===== src/rtl/approx_mul_nibble_seq.sv =====
// 8x8 unsigned multiplier built from one shared 8x4 partial-product array, run in two passes
// (exact) or one high-nibble pass plus fixed low-nibble compensation (approximate).
module approx_mul_nibble_seq #(
  parameter bit          COMP_EN = 1'b1,
  parameter int unsigned CNT_W   = 16
) (
  input  logic             clk,
  input  logic             rst_n,
  input  logic             in_valid,
  output logic             in_ready,
  input  logic [7:0]       in_x,
  input  logic [7:0]       in_y,
  input  logic             in_approx,
  output logic             out_valid,
  input  logic             out_ready,
  output logic [15:0]      out_z,
  output logic             out_approx,
  output logic             busy,
  output logic [CNT_W-1:0] done_cnt
);

  typedef enum logic [1:0] {StIdle, StLo, StHi, StDone} state_e;

  state_e             state_q, state_d;
  logic [7:0]         x_q, x_d;
  logic [7:0]         y_q, y_d;
  logic               approx_q, approx_d;
  logic [15:0]        acc_q, acc_d;
  logic [CNT_W-1:0]   cnt_q, cnt_d;

  logic               accept;
  logic [3:0]         nib;
  logic [11:0]        pp;
  logic [10:0]        term1, term2;
  logic [15:0]        comp;

  assign in_ready = (state_q == StIdle) | ((state_q == StDone) & out_ready);
  assign accept   = in_valid & in_ready;

  // Single 8x4 array; the nibble of x is picked by the current pass.
  assign nib = (state_q == StLo) ? x_q[3:0] : x_q[7:4];
  assign pp  = {4'b0000, y_q} * {8'h00, nib};

  // Low-nibble compensation bits standing in for the skipped LO pass.
  assign term1 = {x_q[2] & y_q[7] & x_q[3] & y_q[6],
                  (x_q[2] & y_q[6]) | (x_q[3] & y_q[5]),
                  (x_q[0] & y_q[7]) | (x_q[1] & y_q[6]),
                  8'h00};
  assign term2 = {x_q[3] & y_q[7],
                  (x_q[2] & y_q[7]) | (x_q[3] & y_q[6]),
                  9'h000};
  assign comp  = COMP_EN ? ({5'b00000, term1} + {5'b00000, term2}) : 16'h0000;

  always_comb begin
    state_d  = state_q;
    x_d      = x_q;
    y_d      = y_q;
    approx_d = approx_q;
    acc_d    = acc_q;
    cnt_d    = cnt_q;
    case (state_q)
      StIdle: ;
      StLo: begin
        acc_d   = {4'b0000, pp};
        state_d = StHi;
      end
      StHi: begin
        acc_d   = (approx_q ? 16'h0000 : acc_q) + {pp, 4'b0000} + (approx_q ? comp : 16'h0000);
        state_d = StDone;
      end
      StDone: begin
        if (out_ready) begin
          cnt_d   = cnt_q + CNT_W'(1);
          state_d = StIdle;
        end
      end
      default: state_d = StIdle;
    endcase
    // Accept is only possible in IDLE or while the DONE result is being consumed.
    if (accept) begin
      x_d      = in_x;
      y_d      = in_y;
      approx_d = in_approx;
      state_d  = in_approx ? StHi : StLo;
    end
  end

  always_ff @(posedge clk or negedge rst_n) begin
    if (!rst_n) begin
      state_q  <= StIdle;
      x_q      <= 8'h00;
      y_q      <= 8'h00;
      approx_q <= 1'b0;
      acc_q    <= 16'h0000;
      cnt_q    <= '0;
    end else begin
      state_q  <= state_d;
      x_q      <= x_d;
      y_q      <= y_d;
      approx_q <= approx_d;
      acc_q    <= acc_d;
      cnt_q    <= cnt_d;
    end
  end

  assign out_valid  = (state_q == StDone);
  assign out_z      = out_valid ? acc_q : 16'h0000;
  assign out_approx = out_valid & approx_q;
  assign busy       = (state_q != StIdle);
  assign done_cnt   = cnt_q;

endmodule


===== config.mk =====
export PLATFORM = sky130hd
export DESIGN_NAME = approx_mul_nibble_seq
export DESIGN_NICKNAME = d
export VERILOG_FILES = /design/src/rtl/approx_mul_nibble_seq.sv
export SDC_FILE = /design/constraint.sdc
export NUM_CORES = 1
export LEC_CHECK = 0
export BUFFER_PORTS_ARGS = -buffer_cell sky130_fd_sc_hd__buf_2
export CORE_ASPECT_RATIO = 2
export CORE_MARGIN = 8
export CORE_UTILIZATION = 40
export DETAILED_ROUTE_END_ITERATION = 8
export GPL_TIMING_DRIVEN = 0
export HOLD_SLACK_MARGIN = 0.03
export SYNTH_ARGS = -nofsm -noshare
export SYNTH_HDL_FRONTEND = slang
export SYNTH_SLANG_ARGS = --single-unit

===== constraint.sdc =====
create_clock -name clk -period 6.3 [get_ports clk]
set_input_delay 0.315 -clock clk [delete_from_list [all_inputs] [get_ports clk]]
set_output_delay 0.315 -clock clk [all_outputs]
set_load 0.01 [all_outputs]

# After elaboration in Yosys (flattened, before gate mapping)
# Index checks and enable logic that the tools add are counted.
[word_totals]
output_inout_bits = 36
regBits = 51
mem_bits_ro = 0
latch_bits = 0
ramBits = 0
mem_count = 0
wordCells = 46
input_bits = 21
[op_classes]
div = 0
n_addsub = 4
bitwise_logic = 16
eq_ne = 4
shifts = 0
mux = 9
reduce_logical = 6
n_lt_le_gt_ge = 0
mul = 1
[ops]
columns = ["operator", "count"]
rows = [
  ["$mux W16", 2],
  ["$pmux W16 S2", 1],
  ["$add A16 B1 Y16 const B", 1],
  ["$add A16 B12 Y16", 1],
  ["$add A16 B16 Y16", 1],
  ["$add A11 B11 Y12", 1],
  ["$and A1 B1 Y1", 12],
  ["$mul A8 B4 Y12", 1],
  ["$mux W12", 1],
  ["$mux W2", 3],
  ["$pmux W2 S3", 1],
  ["$eq A2 B2 Y1 const B", 2],
  ["$mux W4", 1],
  ["$or A1 B1 Y1", 4],
  ["$reduce_and A2 Y1", 2],
  ["$reduce_bool A2 Y1", 2],
  ["$reduce_bool A4 Y1", 1],
  ["$ne A3 B1 Y1 const B", 1],
  ["$eq A2 B1 Y1 const B", 1],
  ["$logic_not A2 Y1", 1],
]

# Logic depth before layout (Yosys ltp)
[logic_depth]
ltp_word = 7
mapped_depth = 25
depth_no_buf = 24

# Worst setup path after synthesis
# No wires, ideal clock.
[synth_path]
path_type = "reg-to-reg"
from = "register state_q[1]"
to = "register acc_q[15]"
period_less_slack_ns = 5.387
n_path_buf = 1
setup_slack_ns = 0.913
stages_incl_launch_ff = 26
t_arrival_ns = 5.253
setup_ns = 0.134
required_time_ns = 6.166
cell_sequence = "dfrtp_1 -> inv_1 -> ha_1 -> buf_2 -> mux2i_1 -> nor2b_1 -> fa_1 -> inv_1 -> fa_1 -> inv_1 -> ha_1 -> nor2b_1 -> o21ai_1 -> a21oi_1 -> o21ai_1 -> nor2b_1 -> xnor2_1 -> ha_1 -> ha_1 -> a21oi_1 -> o211ai_1 -> a31o_1 -> a21oi_1 -> xnor2_1 -> xnor2_1 -> o22ai_1"
[synth_between]
elab_chain_cells = 6
elab_cells_between_ends = 8
cone_classes = "add/sub: 2; mul: 1; eq/ne: 2; mux: 2; reduce/logical: 1"
[synth_lines]
columns = ["item", "line_no", "rtl"]
rows = [
  ["start: declaration", "24", "state_e state_q, state_d;"],
  ["start signal: assignment", "90", "state_q <= StIdle;"],
  ["start signal: assignment", "97", "state_q <= state_d;"],
  ["$eq A2 B1 Y1", "41, 61", ""],
  ["$mux W4", "41", "assign nib = (state_q == StLo) ? x_q[3:0] : x_q[7:4];"],
  ["$mul A8 B4 Y12", "42", "assign pp = {4'b0000, y_q} * {8'h00, nib};"],
  ["$add A16 B16 Y16", "68", "acc_d = (approx_q ? 16'h0000 : acc_q) + {pp, 4'b0000} + (approx_q ? comp : 16'h0000);"],
  ["$add A16 B12 Y16", "68", ""],
  ["$pmux W16 S2", "61", "case (state_q)"],
  ["end signal: assignment", "94", "acc_q <= 16'h0000;"],
  ["end signal: assignment", "101", "acc_q <= acc_d;"],
  ["end: declaration", "28", "logic [15:0] acc_q, acc_d;"],
]
# Several ways; a longest one is shown, not always the timed one.
# A chain may end at the register's enable or synchronous reset.

# Worst setup path in the final report
# Ends and elaborated chain as after synthesis.

==> impl_metrics.py <==
metrics = {
    "run_status": {
        "status": "completed",
    },
    "timing": {
        "maxSlewHeadroom_pct": 20.7,
        "finalCritPeriodShare_pct": 93.9,
        "skew_ns": 0.00655,
        "clock.fmax_mhz": 169,
        "hold_slack_ns": 0.200,
        "report.final.slew_viol_count": 0,
        "fin_crit_ns": 5.91,
        "setup_viol": 0,
        "hold_viol": 0,
        "worstMarginPinSlew_ns": 1.19,
    },
    "floorplan": {
        "die_x_microns": 87.5,
        "ios": 57,
        "dieArea_sq_mm": 0.0139,
        "rows": 52,
        "start_util_pct": 40.8,
        "core_sq_mm": 0.0100,
        "die_h_microns": 159,
    },
    "clocking": {
        "cts_tree": "built",
        "clkSinkCount": 51,
        "clk_path_buf_depth": 2,
        "clk_pin_slew_ns": 0.07,
        "cts_hold_buf": 0,
        "cts_root_buffer": "clkbuf_16",
        "htreeDepth": 2,
        "numCtsBuffers": 5,
        "clk-insertion-delay-late_ns": 0.30,
    },
    "critical_path": {
        "cpPeakStageDelay_ns": 0.56,
        "worst_r2r_path_depth": 25,
        "end_kind": "register",
        "worstPathRequired_ns": 6.46,
        "start_kind": "register",
        "startpoint": "state_q[1]",
        "crit_arrival_ns": 6.08,
        "reg2reg_from": "state_q[1]",
        "timing.rr.end": "acc_q[15]",
        "crit_fanout": 8,
        "crit_slowest_cell": "fa_1",
        "worstSetupPathType": "reg -> reg",
        "regToRegSetupSlack_ns": 0.39,
    },
    "place": {
        "dp_hpwl_microns": 8150,
        "globalplace.congestion": 0.893,
        "placedInstanceArea_sq_mm": 0.00453,
        "io_buffers": 56,
        "place_inst": 655,
    },
    "hold_path": {
        "hold_end": "x_q[0]",
        "hp-start": "in_x[0]",
        "worstHoldPathCells": 3,
        "worst_hold_path_type": "in -> reg",
    },
    "synth": {
        "synth_edf_count": 0,
        "syn_area_sq_mm": 0.00409,
        "async_reset_ff_share_pct": 100,
        "synthDistinctLibCells": 42,
        "synth_nets": 543,
        "synth_area_leaders": "dfrtp_1, ha_1, fa_1",
        "synth.top_cell.area_share_pct": 31.2,
        "netlist_instances": 464,
        "yosysTopAreaCell": "dfrtp_1",
        "synth_area_per_cell_sq_um": 8.80,
        "ys.flop_type": "dfrtp_1",
        "synth-seq-cells": 51,
        "ys_warn_count": 0,
        "synth-seq-area-share_pct": 31.2,
    },
    "grt": {
        "grt_pass1_vias": 3503,
        "gr-total-overflow": 0,
        "grt_use_total_pct": 15.3,
        "grt_first_pass_wirelength_microns": 16600,
        "grt_max_degree": 52,
        "antenna_found_initial": 0,
    },
    "route": {
        "drcViolationCount": 0,
        "ant_nets": 0,
        "routedWlPerCell_microns": 14.9,
        "routed-via-count": 3256,
        "drt-initial-drc-count": 84,
        "firstDrtPassIters": 4,
        "drt_wl_total_microns": 9900,
        "via_per_inst": 4.91,
    },
    "cells_and_area": {
        "final_cell_mix": "nand2_1, buf_2, dfrtp_1",
        "antenna_cells": 0,
        "fin_cells": 663,
        "drive_gt1_share_pct": 15.0,
        "final_common_cell": "nand2_1",
        "area_delta_synth_final_pct": 16.4,
        "fin_util_pct": 47.5,
        "fillers": 1073,
        "nets": 606,
        "fin_area_sq_mm": 0.00475,
    },
    "job": {
        "drv_cap": 0,
    },
}
-- sequential cells by signal, indices dropped and copies added, names as in the netlist --
name	flops
done_cnt	16
y_q	8
state_q	2
approx_q	1
x_q	8
acc_q	16
-- through the flow --
stage	worst slack, ns	TNS, ns
after floorplan	0.913	0
after global placement	0.184	0
after detailed placement	0.0712	0
after CTS	0.0487	0
after global routing	-0.00687	-0.00687
final	0.387	0
-- critical path, delay by kind of cell, from the launching register on --
kind	cells	cell delay, ns
adder cells (fa/ha/maj)	6	2.44
AO/OA/AOI/OAI	8	1.26
AND/OR/NAND/NOR	3	0.49
buffers and inverters	4	0.46
XOR/XNOR	3	0.46
flip-flops	1	0.40
multiplexers	1	0.27
-- area by class of cell --
type / count / area, sq um / area share [%]
repair buffers: 56 / 280 / 5.89
flip-flops and latches: 51 / 1280 / 26.8
well taps: 135 / 169 / 3.55
multi-input cells: 354 / 2630 / 55.3
inverters: 45 / 169 / 3.55
clock inverters: 3 / 47.5 / 1.00
clock buffers: 5 / 125 / 2.63
plain buffers: 14 / 57.6 / 1.21
-- synthesized netlist by cell type (3+ instances only) --
cell type	count
clkbuf_1	12
fa_1	18
nand2b_1	13
and2_1	23
ha_1	40
nand4_1	5
a21o_1	4
nand3_1	8
nand2_1	81
a31o_1	3
nor2_1	23
o21ai_1	7
inv_1	45
dfrtp_1	51
xnor2_1	26
o21ai_0	10
xor2_1	5
mux2i_1	8
o211ai_1	3
nor2b_1	26
a21oi_1	17
and3_1	3
o22ai_1	4
nor3_1	4
-- cells by family after synthesis --
family,after synthesis,synth area share (%)
AOI/OAI and AO/OA,67,10.9
xor gates and xnor gates,31,6.65
adders and majority gates,58,21.1
buffers and inverters,59,5.48
DFF,51,31.2
muxes,10,2.51
and+or+nand+nor,188,22.1
-- metal layers --
metal | part of all wire [%] | GRT usage [%] | wire length [microns] | vias up
met5 | 0 | 0 | 0 | -
met4 | 2.8 | 7.26 | 282 | 0
met3 | 2.3 | 1.81 | 225 | 15
met2 | 58 | 30.4 | 5760 | 49
met1 | 37 | 14.2 | 3630 | 1554
li1 | - | - | - | 1638
-- worst max path at each step --
stage / endpoint / slack, ns
floorplan: acc_q[15] / 0.91
global placement: acc_q[15] / 0.18
detailed placement: acc_q[15] / 0.07
CTS: acc_q[15] / 0.05
global route: acc_q[15] / -0.007
finish: acc_q[15] / 0.39
-- what timing repair did --
action / in CTS / in global routing
setup endpoints to repair: 0 / 1
endpoints found under the hold margin: 0 / 0
setup buffers: 0 / 0
resized for setup: 0 / 8
Power is not shown: default switching activity piles up to over one toggle a cycle in this logic, so the estimate is an artifact.
